## src/rtl/ysyx_cdb_arb.sv

```systemverilog
// CDB arbiter: each functional unit owns a one-entry slot; a round-robin pick drives one registered
// result beat per cycle into the ROB. Define YSYX_CDB_ARB_PERF_EN to add per-unit grant/stall counters.
module ysyx_cdb_arb #(
  parameter int  N_REQ    = 3,
  parameter int  XLEN     = 32,
  parameter int  ROB_SIZE = 4,
  parameter int  FLAG_W   = 8,
  localparam int TAG_W    = $clog2(ROB_SIZE) + 1,
  localparam int SRC_W    = $clog2(N_REQ)
) (
  input  logic                    clock,
  input  logic                    reset,
  input  logic                    flush_pipeline,
  input  logic [N_REQ-1:0]        req_valid,
  output logic [N_REQ-1:0]        req_ready,
  input  logic [N_REQ*TAG_W-1:0]  req_dest,
  input  logic [N_REQ*XLEN-1:0]   req_result,
  input  logic [N_REQ*XLEN-1:0]   req_npc,
  input  logic [N_REQ*FLAG_W-1:0] req_flags,
  output logic                    cdb_valid,
  output logic [TAG_W-1:0]        cdb_dest,
  output logic [XLEN-1:0]         cdb_result,
  output logic [XLEN-1:0]         cdb_npc,
  output logic [FLAG_W-1:0]       cdb_flags,
  output logic [SRC_W-1:0]        cdb_src
`ifdef YSYX_CDB_ARB_PERF_EN
  ,
  output logic [N_REQ*32-1:0]     perf_grant,
  output logic [N_REQ*32-1:0]     perf_stall
`endif
);

  logic [N_REQ-1:0]  slot_full_q;
  logic [TAG_W-1:0]  slot_dest_q   [N_REQ];
  logic [XLEN-1:0]   slot_result_q [N_REQ];
  logic [XLEN-1:0]   slot_npc_q    [N_REQ];
  logic [FLAG_W-1:0] slot_flags_q  [N_REQ];

  logic [SRC_W-1:0]  rr_ptr_q, rr_ptr_d;
  logic [SRC_W-1:0]  scan_idx [N_REQ];
  logic [SRC_W-1:0]  win_idx;
  logic              win_vld;
  logic [N_REQ-1:0]  grant;
  logic [N_REQ-1:0]  accept;

  logic              cdb_valid_q;
  logic [TAG_W-1:0]  cdb_dest_q;
  logic [XLEN-1:0]   cdb_result_q;
  logic [XLEN-1:0]   cdb_npc_q;
  logic [FLAG_W-1:0] cdb_flags_q;
  logic [SRC_W-1:0]  cdb_src_q;

  // Scan order starting at rr_ptr; explicit wrap so non-power-of-two N_REQ never overflows.
  always_comb begin
    for (int k = 0; k < N_REQ; k++) begin
      if (int'(rr_ptr_q) + k >= N_REQ) scan_idx[k] = SRC_W'(int'(rr_ptr_q) + k - N_REQ);
      else                             scan_idx[k] = SRC_W'(int'(rr_ptr_q) + k);
    end
  end

  always_comb begin
    // NOTE: every variable gets a default before any condition, so no path can infer a latch.
    win_vld  = 1'b0;
    win_idx  = '0;
    grant    = '0;
    rr_ptr_d = rr_ptr_q;
    for (int k = 0; k < N_REQ; k++) begin
      if (!win_vld && slot_full_q[scan_idx[k]]) begin
        win_vld = 1'b1;
        win_idx = scan_idx[k];
      end
    end
    if (flush_pipeline) win_vld = 1'b0;
    if (win_vld) begin
      grant[win_idx] = 1'b1;
      rr_ptr_d       = (win_idx == SRC_W'(N_REQ - 1)) ? '0 : win_idx + SRC_W'(1);
    end
  end

  // A slot being drained this cycle can take a new result in the same cycle.
  assign req_ready = (~slot_full_q | grant) & {N_REQ{~flush_pipeline}};
  assign accept    = req_valid & req_ready;

  // NOTE: all state uses non-blocking assignments so every register samples pre-edge values.
  always_ff @(posedge clock) begin
    if (reset) begin
      slot_full_q  <= '0;
      rr_ptr_q     <= '0;
      cdb_valid_q  <= 1'b0;
      cdb_dest_q   <= '0;
      cdb_result_q <= '0;
      cdb_npc_q    <= '0;
      cdb_flags_q  <= '0;
      cdb_src_q    <= '0;
      // NOTE: payload storage is cleared on reset as well, so nothing stale survives a reset.
      for (int i = 0; i < N_REQ; i++) begin
        slot_dest_q[i]   <= '0;
        slot_result_q[i] <= '0;
        slot_npc_q[i]    <= '0;
        slot_flags_q[i]  <= '0;
      end
    end else if (flush_pipeline) begin
      slot_full_q <= '0;
      rr_ptr_q    <= '0;
      cdb_valid_q <= 1'b0;
    end else begin
      for (int i = 0; i < N_REQ; i++) begin
        if (accept[i]) begin
          slot_full_q[i]   <= 1'b1;
          slot_dest_q[i]   <= req_dest[i*TAG_W +: TAG_W];
          slot_result_q[i] <= req_result[i*XLEN +: XLEN];
          slot_npc_q[i]    <= req_npc[i*XLEN +: XLEN];
          slot_flags_q[i]  <= req_flags[i*FLAG_W +: FLAG_W];
        end else if (grant[i]) begin
          slot_full_q[i] <= 1'b0;
        end
      end
      rr_ptr_q    <= rr_ptr_d;
      cdb_valid_q <= win_vld;
      if (win_vld) begin
        cdb_dest_q   <= slot_dest_q[win_idx];
        cdb_result_q <= slot_result_q[win_idx];
        cdb_npc_q    <= slot_npc_q[win_idx];
        cdb_flags_q  <= slot_flags_q[win_idx];
        cdb_src_q    <= win_idx;
      end
    end
  end

  assign cdb_valid  = cdb_valid_q;
  assign cdb_dest   = cdb_dest_q;
  assign cdb_result = cdb_result_q;
  assign cdb_npc    = cdb_npc_q;
  assign cdb_flags  = cdb_flags_q;
  assign cdb_src    = cdb_src_q;

`ifdef YSYX_CDB_ARB_PERF_EN
  logic [31:0] perf_grant_q [N_REQ];
  logic [31:0] perf_stall_q [N_REQ];

  // Saturating counters; a flush deliberately leaves them untouched.
  always_ff @(posedge clock) begin
    for (int i = 0; i < N_REQ; i++) begin
      if (reset) begin
        perf_grant_q[i] <= '0;
        perf_stall_q[i] <= '0;
      end else begin
        if (grant[i] && perf_grant_q[i] != '1) perf_grant_q[i] <= perf_grant_q[i] + 32'd1;
        if (req_valid[i] && !req_ready[i] && perf_stall_q[i] != '1)
          perf_stall_q[i] <= perf_stall_q[i] + 32'd1;
      end
    end
  end

  for (genvar g = 0; g < N_REQ; g++) begin : g_perf
    assign perf_grant[g*32 +: 32] = perf_grant_q[g];
    assign perf_stall[g*32 +: 32] = perf_stall_q[g];
  end
`endif

`ifndef SYNTHESIS
  for (genvar g = 0; g < N_REQ; g++) begin : g_chk
    a_dest_nz: assert property (@(posedge clock) disable iff (reset)
      req_valid[g] |-> req_dest[g*TAG_W +: TAG_W] != '0);
    for (genvar h = g + 1; h < N_REQ; h++) begin : g_pair
      a_tag_uniq: assert property (@(posedge clock) disable iff (reset)
        !(slot_full_q[g] && slot_full_q[h] && slot_dest_q[g] == slot_dest_q[h]));
    end
  end
  a_grant_1hot: assert property (@(posedge clock) disable iff (reset) $onehot0(grant));
`endif

endmodule

```

## config.mk

```make
export PLATFORM = sky130hd
export DESIGN_NAME = ysyx_cdb_arb
export DESIGN_NICKNAME = d
export VERILOG_FILES = /design/src/rtl/ysyx_cdb_arb.sv
export SDC_FILE = /design/constraint.sdc
export NUM_CORES = 1
export LEC_CHECK = 0
export ABC_AREA = 1
export ABC_CLOCK_PERIOD_IN_PS = 4200
export BUFFER_PORTS_ARGS = -buffer_cell sky130_fd_sc_hd__buf_2
export CAP_MARGIN = 15
export CORE_UTILIZATION = 40
export CTS_CLUSTER_SIZE = 40
export DETAILED_ROUTE_END_ITERATION = 10
export PLACE_DENSITY_LB_ADDON = 0.3
export SLEW_MARGIN = 20
export SYNTH_ARGS = -nofsm -noshare
export SYNTH_HDL_FRONTEND = slang
export SYNTH_SLANG_ARGS = --single-unit
export TNS_END_PERCENT = 50
```

## constraint.sdc

```tcl
create_clock -name clock -period 4.2 [get_ports clock]
set_input_delay 0.42 -clock clock [delete_from_list [all_inputs] [get_ports clock]]
set_output_delay 0.42 -clock clock [all_outputs]
set_load 0.05 [all_outputs]
```

## Word level (Yosys, flattened, before mapping)

Memories as Yosys holds them, arrays and structs flattened. A register that Yosys moved wholly into a read port is not among the register bits.
Index checks and enable logic that the tools add are counted.

| operators by class | value |
|---|---|
| reduce and logical (&&, ||, !) cells | 10 |
| bitwise logic cells | 17 |
| mux-type cells | 52 |
| add/sub/neg operators | 6 |
| eq/ne operators | 1 |
| $lt $le $gt $ge | 8 |

Operators by type and width:

| kind | number |
|---|---|
| $mux W32 | 6 |
| $mux W1 | 28 |
| $mux W8 | 3 |
| $mux W2 | 7 |
| $lt A2 B3 Y1 const B | 4 |
| $mux W3 | 4 |
| $or A1 B1 Y1 | 12 |
| $and A3 B3 Y3 | 2 |
| $bmux W1 S2 | 3 |
| $ge A3 B2 Y1 const B | 2 |
| $reduce_bool A2 Y1 | 3 |
| $sub A2 B1 Y2 const B | 2 |
| $add A2 B1 Y3 const B | 1 |
| $add A2 B2 Y3 const B | 1 |
| $logic_and A1 B1 Y1 | 3 |
| $not A3 Y3 | 1 |
| $or A3 B3 Y3 | 1 |
| $add A2 B1 Y2 const B | 1 |
| $demux W1 S2 | 1 |
| $eq A2 B2 Y1 const B | 1 |
| $ge A2 B1 Y1 const B | 1 |
| $ge A2 B2 Y1 const B | 1 |
| $logic_not A1 Y1 | 2 |
| $reduce_and A2 Y1 | 1 |
| 3 further kinds | 3 |

| storage, ports and cells | value |
|---|---|
| register bits after elaboration | 8 |
| logic and storage cells | 104 |
| memories | 4 |
| output and inout bits | 81 |
| RAM bits | 225 |

Memories:

| name | words | width | rd ports | clocked after Yosys merged registers in | wr ports | RTL line | text |
|---|---|---|---|---|---|---|---|
| slot_npc_q | 3 | 32 | 1 | 1 | 3 | 36 | `logic [XLEN-1:0] slot_npc_q [N_REQ];` |
| slot_result_q | 3 | 32 | 1 | 1 | 3 | 35 | `logic [XLEN-1:0] slot_result_q [N_REQ];` |
| slot_flags_q | 3 | 8 | 1 | 1 | 3 | 37 | `logic [FLAG_W-1:0] slot_flags_q [N_REQ];` |
| slot_dest_q | 3 | 3 | 1 | 1 | 3 | 34 | `logic [TAG_W-1:0] slot_dest_q [N_REQ];` |

## Logic depth before layout (Yosys ltp)

Gate-level depths: netlist of run 1.

| logic depth | value |
|---|---|
| word-level depth | 24 |
| gate-level depth with buffers | 18 |
| gate-level depth less buffers | 16 |

## Worst setup path before layout of run 1

Ideal clock, no wire load.

| timing path | value |
|---|---|
| path kind | reg2reg |
| from | reg rr_ptr_q[0] |
| to | mem slot_dest_q[0][0] (netlist name) (enable) |
| path buffers | 1 |
| required time | 3765 ps |
| period minus slack after synthesis | 3756 ps |
| arrival | 3321 ps |
| stages on the path, launching flop included | 15 |
| setup slack | 444 ps |
| cells stage by stage | dfxtp_1 > inv_1 > ha_1 > inv_2 > nand3_1 > inv_1 > a21oi_2 > nand2_1 > nor2_1 > nor2_1 > buf_4 > nand3_2 > nand2_1 > nand3_2 > nand2_1 |

RTL lines:

| what | RTL line | text |
|---|---|---|
| start: declaration | 39 | `logic [SRC_W-1:0] rr_ptr_q, rr_ptr_d;` |
| start signal: assignment | 118 | `rr_ptr_q <= rr_ptr_d;` |
| end: declaration | 34 |  |

## Worst setup path in the final report of run 1

| timing path | value |
|---|---|
| from | reg rr_ptr_q[0] |
| to | reg cdb_npc_q[20] (netlist: cdb_npc[20]), read port of slot_npc_q |

| between the ends | value |
|---|---|
| word-level cells in the longest chain between the ends | 13 |
| elaborated cells on any way between the ends | 29 |
| classes of those cells | 5 x add/sub; 3 x order compare; 16 x mux; 5 x reduce/logical |

Ends and longest elaborated chain:

| what | RTL line | text |
|---|---|---|
| branches (longest 13 deep; another with $add A2 B1 Y3) | -- |  |
| end: declaration | 49 | `logic [XLEN-1:0] cdb_npc_q;` |

Parallel ways; which one is timed is not known. The select of a mux whose other input is x is not followed.
A chain may end at the register's enable or synchronous reset.

==> flow_summary.toml, run 1 <==
[routing]
route.detailed.drc = 0
wirelength_microns = 35300
drtIter0Drc = 702
antenna_left = 0
routed_via_density = 4.99
num_vias = 10212
dr.pass1.iters = 5
met1_length_microns = 14600
wl_met3_microns = 2580
routed-wl-met2_microns = 17300
wl_per_cell_microns = 17.2
top_layer = "met4"

[setup_path]
crit_path_start_kind = "flop"
worst-setup-path-type = "flop to flop"
reg2reg_slack_ns = 0.80
path_max_fanout = 62
rr_endpoint = "cdb_npc[20]"
reg2reg_depth = 11
cp-end-kind = "flop"
worst-endpoint-required_ns = 4.62
startpoint = "rr_ptr_q[0]"
crit_arrival_ns = 3.81
timing.rr.start = "rr_ptr_q[0]"

[final_layout]
diodes = 0
syn_to_final_growth_pct = 22.4
fin_nets = 1824
fillerInstances = 2984
final_layout_size_suffix_gt1_frac = 0.240
fin_util = 0.502
fin_cells = 2048
multi_input_area_sq_um = 3370
regArea_sq_um = 8420

[placed_design]
place_congestion = 0.798
dpl.cell_count = 1988
dp_hpwl_microns = 21200
portBuffers = 311

[clock_tree]
cts_setup_buffers = 0
cts_tree = "yes"
htree_levels = 2
clock_sinks = 308
post_cts_resized = 0
clockBufferDepth = 3
numCtsBuffers = 34
ctsHoldBuffers = 0
cts.clk_slew.worst_paths_ns = 0.06
cts_root_buf = "clkbuf_16"
clk_latency_ns = 0.50

[min_path]
min_path_type = "input pin to flop"
worstHoldPathCells = 3
holdPathEnd = "slot_npc_q[0][11]"
min_from = "req_npc[11]"

[yosys]
synth_seq_cells = 308
ys_types = 21
ys_seq_area_frac = 0.644
yosysTopAreaCell = "edfxtp_1"
syn-cell-area_sq_um = 13100
synthCells = 1314
syn-num-nets = 1549
syn_area_per_cell_sq_um = 9.95
netlist.area_leader.share = 0.517
synthTopCellsByArea = "edfxtp_1 52%, dfxtp_1 13%, nand3_1 9.0%"
ys_warn_count = 0

[sta]
rsz0062_at_grt = "no"
tns_ns = 0
period_needed_ns = 3.40
hold_viol_final = 0
setup_viol = 0
period_share = 0.808
slew_viol_final = 0
slew_headroom = 0.280
max_freq_mhz = 295
worst_slew_pin_slew_ns = 1.08
worst_clock_skew_ns = 0.0175

[floorplanning]
coreArea_sq_um = 31900
die_x_microns = 183
die_area_sq_um = 33400
start_util = 0.410
rows = 65
io_pins = 312
die_h_microns = 183

[run]
max-cap-violations = 0

[grt]
grt_max_degree = 79
grt_first_pass_wirelength_microns = 54000
track_usage = 0.209
antenna_found_initial = 0
grt-ovfl-total = 0
grt_pass1_vias = 10236

[pwr]
p_total_w = 0.00704
power.density_nw_per_um2 = 440
ir_worst_vdd_mv = 0.197
p_leak_nw = 7.09

[outcome]
outcome = "finished clean"
cells in the mapped netlist, drive strengths merged:
library cell  instances
a21oi                11
a41oi                75
buf                  40
clkbuf               50
dfxtp                83
edfxtp              225
ha                    4
inv                 239
nand2               112
nand3               238
nand4                 1
nor2                233
o21ai                 3
metrics by stage:
| step | hold slack [ns] | worst slack (ns) | area (sq um) |
|---|---|---|---|
| after floorplan | 0.473 | 0.444 | 13100 |
| after global placement | 0.487 | 0.986 | 15000 |
| after detailed placement | 0.485 | 0.861 | 15000 |
| after CTS | 0.192 | 0.850 | 16000 |
| after global routing | 0.195 | 0.546 | 16000 |
| final | 0.214 | 0.805 | 16000 |
critical path, cell delays in order, from the launching register on:
cell and delay (ns):
dfxtp_1 0.38, inv_1 0.08, ha_1 0.35, inv_2 0.13, nand3_1 0.12, nand2_1 0.16, nor2_1 0.11, nor2_4 0.17
buf_4 0.62, buf_4 0.68, nand3_1 0.17, a41oi_1 0.27
registers in the layout (all words and copies together) (netlist names):
signal	count
cdb_flags	8
slot_flags_q	24
slot_full_q	3
cdb_result	32
rr_ptr_q	2
slot_dest_q	9
cdb_valid	1
slot_npc_q	96
cdb_npc	32
slot_result_q	96
cdb_dest	3
cdb_src	2
cell usage in the layout, fill, tap and decap left out:
| cell | netlist | final |
|---|---|---|
| buf_4 | 7 | 13 |
| inv_1 | 237 | 237 |
| o21ai_0 | 2 | 2 |
| nor2_1 | 233 | 231 |
| buf_12 | 0 | 6 |
| inv_2 | 2 | 1 |
| a41oi_1 | 75 | 75 |
| nand3_2 | 3 | 3 |
| bufinv_16 | 0 | 1 |
| nor2_4 | 0 | 2 |
| clkinv_2 | 0 | 6 |
| clkbuf_16 | 0 | 35 |
| a21oi_2 | 1 | 1 |
| clkinv_4 | 0 | 1 |
| dfxtp_1 | 83 | 83 |
| nand4_1 | 1 | 1 |
| ha_1 | 4 | 4 |
| clkbuf_1 | 50 | 15 |
| a21oi_1 | 10 | 10 |
| nand2_4 | 0 | 5 |
| buf_2 | 19 | 310 |
| nand3_1 | 235 | 235 |
| edfxtp_1 | 225 | 225 |
| inv_6 | 0 | 1 |
| clkinv_1 | 0 | 2 |
| nand2_8 | 0 | 1 |
| o21ai_4 | 0 | 1 |
| nand2_1 | 111 | 106 |
area by class of cell:
type / instances / area share
flip-flops and latches: 308 / 0.526
multi-input cells: 677 / 0.210
repair buffers: 329 / 0.111
clock buffers: 50 / 0.0582
inverters: 239 / 0.0561
well taps: 435 / 0.0340
clock inverters: 10 / 0.00500
kinds of logic after synthesis:
kind of cell | after synthesis | share of synthesized area
fa+ha+maj | 4 | 0.00383
simple gates | 584 | 0.192
flops | 308 | 0.644
compound gates | 89 | 0.0562
buf+inv | 329 | 0.105
power by group:
| group | internal, W | switching [W] |
|---|---|---|
| sequential | 0.00350 | 0.0000678 |
| combinational | 0.000201 | 0.000520 |
| clock | 0.00160 | 0.00115 |
worst max-delay path by stage:
stage          slack (ns)  cells after the start              endpoint
2_1_floorplan        0.44                     14     slot_dest_q[0][0]
3_3_place_gp         0.99                     16  slot_result_q[1][20]
3_5_place_dp         0.86                     13        cdb_result[24]
4_1_cts              0.85                     13         cdb_result[1]
5_1_grt              0.55                     13           cdb_npc[22]
6_report             0.80                     11           cdb_npc[20]
layer usage:
layer	vias to the layer above	global-route usage
li1	4919	-
met1	4824	0.268
met2	417	0.361
met3	52	0.0328
met4	0	0.0670
met5	-	0
Note: power is estimated with default switching activity, not from simulation.
==> inputs of run 2 (changes only) <==
--- a/config.mk
+++ b/config.mk
@@ -5,8 +5,8 @@
 export SDC_FILE = /design/constraint.sdc
 export NUM_CORES = 1
 export LEC_CHECK = 0
-export ABC_AREA = 1
-export ABC_CLOCK_PERIOD_IN_PS = 4200
+export ABC_AREA = 0
+export ABC_CLOCK_PERIOD_IN_PS = 2900
 export BUFFER_PORTS_ARGS = -buffer_cell sky130_fd_sc_hd__buf_2
 export CAP_MARGIN = 15
 export CORE_UTILIZATION = 40
==> constraint.sdc (replaced) <==
create_clock -name clock -period 2.9 [get_ports clock]
set_input_delay 0.29 -clock clock [delete_from_list [all_inputs] [get_ports clock]]
set_output_delay 0.29 -clock clock [all_outputs]
set_load 0.05 [all_outputs]
==> flow_summary.toml, run 2 <==
[outcome]
outcome = "finished with violations"
violations = "DRC"

[floorplanning]
die_h_microns = 180
rows = 64
die_x_microns = 180
start_util = 0.409
die_area_sq_um = 32300
io_pins = 312
coreArea_sq_um = 30800

[sta]
slew_headroom = 0.611
setup_viol = 0
hold_ws_ns = 0.0611
slew_viol_final = 0
period_share = 0.959
max_freq_mhz = 360
worst_clock_skew_ns = 0.00838
hold_viol_final = 0
worst_slew_pin_slew_ns = 0.583
period_needed_ns = 2.78

[grt]
grt-ovfl-total = 0
grt_first_pass_wirelength_microns = 47200
antenna_found_initial = 13
track_usage = 0.190
grt_pass1_vias = 8401
grt_max_degree = 76

[setup_path]
rr_endpoint = "cdb_result[2]"
cp-end-kind = "primary output"
crit_chain = "inv_2 > ha_4 > and2b_2 > o21ai_2 > a32oi_4 > nand2b_1 > nand2b_4 > a21oi_2 > buf_6"
critical_path.max_stage_delay_ns = 0.36
cp-endpoint = "req_ready[1]"
reg2reg_depth = 10
cpLargestDelayFamily = "compound AO/OA/AOI/OAI gates"
timing.rr.start = "rr_ptr_q[0]"
startpoint = "rr_ptr_q[0]"
critPathSlowestCell = "dfxtp_2"
reg2reg_slack_ns = 0.20
cp_num_cells = 9
worst-endpoint-required_ns = 2.61
worstPathBufferInverterCount = 2
worst-setup-path-type = "flop to primary output"
crit_path_start_kind = "flop"
crit_arrival_ns = 2.49
path_max_fanout = 8

[yosys]
synthTopCellsByArea = "edfxtp_1 54%, dfxtp_1 13%, nor2b_1 11%"
synth_seq_cells = 308
synthArstFlopShare = 0
ys_types = 36
netlist.area_leader.share = 0.535
yosysMostFrequentCell = "nor2b_1"
ys_warn_count = 0
synth-edff-count = 225
synthCells = 973
syn-num-nets = 1208
ys_seq_area_frac = 0.667
yosysTopAreaCell = "edfxtp_1"
netlist_top_cells_count = "229 x nor2b_1, 225 x edfxtp_1, 83 x dfxtp_1, 83 x nand2_1, 80 x inv_1"
syn-cell-area_sq_um = 12600
synthFlopType = "edfxtp_1"
syn_area_per_cell_sq_um = 13.0

[pwr]
power_frac_seq = 0.483
ir_worst_vdd_mv = 0.432
p_leak_nw = 6.27
clkPwrFrac = 0.402
combinationalPowerShare = 0.114
switching_power_w = 0.00260
power.density_nw_per_um2 = 678
p_sw_frac = 0.238
internal_power_w = 0.00830

[routing]
routed_via_density = 4.86
wirelength_microns = 31000
wl_per_cell_microns = 18.0
dr.pass1.iters = 7
num_vias = 8354
antenna_left = 0
route.detailed.drc = 24
drtIter0Drc = 374

[clock_tree]
cts.clk_slew.worst_paths_ns = 0.06
clockBufferDepth = 3
clk_latency_ns = 0.51
cts_root_buf = "clkbuf_16"
htree_levels = 2
numCtsBuffers = 35
cts_tree = "yes"
clock_sinks = 308

[final_layout]
mostFrequentLayoutCell = "buf_2"
fin_util = 0.521
syn_to_final_growth_pct = 27.3
fin_nets = 1520
largest_registers = "slot_npc_q x96, slot_result_q x96"
final_layout_size_suffix_gt1_frac = 0.310
layout_common_cells = "309 x buf_2, 228 x nor2b_1, 225 x edfxtp_1, 81 x nand2_1, 81 x dfxtp_1"
fillerInstances = 2720

[run]
max-cap-violations = 0

[placed_design]
dp_hpwl_microns = 19400
place_congestion = 0.790
portBuffers = 311

[min_path]
min_path_type = "input pin to flop"
run 2: cell types whose count changed in the layout (fill, tap and decap cells not counted), sizes merged, moves of 75 or more:
cell and change:
nor2 -224, o221ai +75, nor2b +229, nand3 -236, inv -158, mux2i +75
run 2: routing by layer:
metal	part of all wire	GRT usage
met1	0.39	0.225
met4	0.031	0.0772
met3	0.076	0.0492
met2	0.50	0.330
met5	0.0017	0
run 2: logic make-up after synthesis:
logic type / synth area share
simple gates: 0.151
flops: 0.667
buf+inv: 0.0495
compound gates: 0.0695
mux: 0.0595
fa+ha+maj: 0.00397
run 2: final cells by class:
class / instances / area [sq um] / share of cell area
Inverter: 80 / 300 / 0.0187
Clock inverter: 14 / 183 / 0.0114
Clock buffer: 49 / 960 / 0.0597
Sequential cell: 308 / 8420 / 0.524
Antenna cell: 13 / 32.5 / 0.00202
Multi-Input combinational cell: 526 / 3710 / 0.231
Timing Repair Buffer: 334 / 1970 / 0.122
Tap cell: 396 / 495 / 0.0308
run 2: worst min-delay path by stage:
stage	startpoint	end	slack (ns)	cells after the start
after global placement	slot_result_q[2][4]	cdb_result[4]	0.43	2
after global routing	req_npc[4]	slot_npc_q[0][4]	0.06	2
after CTS	req_valid[2]	slot_full_q[2]	0.04	3
after detailed placement	slot_npc_q[2][28]	cdb_npc[28]	0.43	2
final	req_valid[2]	slot_full_q[2]	0.06	3
after floorplan	reset	cdb_src[0]	0.36	1
run 2: power groups by stage:
stage,registers [W],clock network [W],logic (W)
2_1_floorplan,0.00554,0,0.000592
3_3_place_gp,0.00535,0,0.00124
3_5_place_dp,0.00536,0,0.00125
4_1_cts,0.00527,0.00450,0.00126
5_1_grt,0.00530,0.00465,0.00135
6_report,0.00527,0.00439,0.00125
run 2: what timing repair did:
item | in CTS | in global routing
setup endpoints to repair | 2 | 2
endpoints found under the hold margin | 0 | 0
hold buffers | 0 | 0
resized for setup | 2 | 7
buffers inserted | 0 | 2
pin swaps | 0 | 3
run 2: tightest hold or removal path, stage by stage:
cell and delay [ns]:
buf_2 0.12, inv_1 0.05, a21oi_1 0.05
run 2: per-stage QoR:
stage	setup WS, ns	area (sq um)	cells	power (W)	TNS [ns]
after floorplan	-0.195	12700	973	0.00614	-19.85
after global placement	0.333	14800	1642	0.00658	0
after detailed placement	0.293	14800	1642	0.00661	0
after CTS	-0.00415	16000	1705	0.0110	-0.00415
after global routing	-0.0107	16100	1713	0.0113	-0.0107
final	0.119	16100	1720	0.0109	0
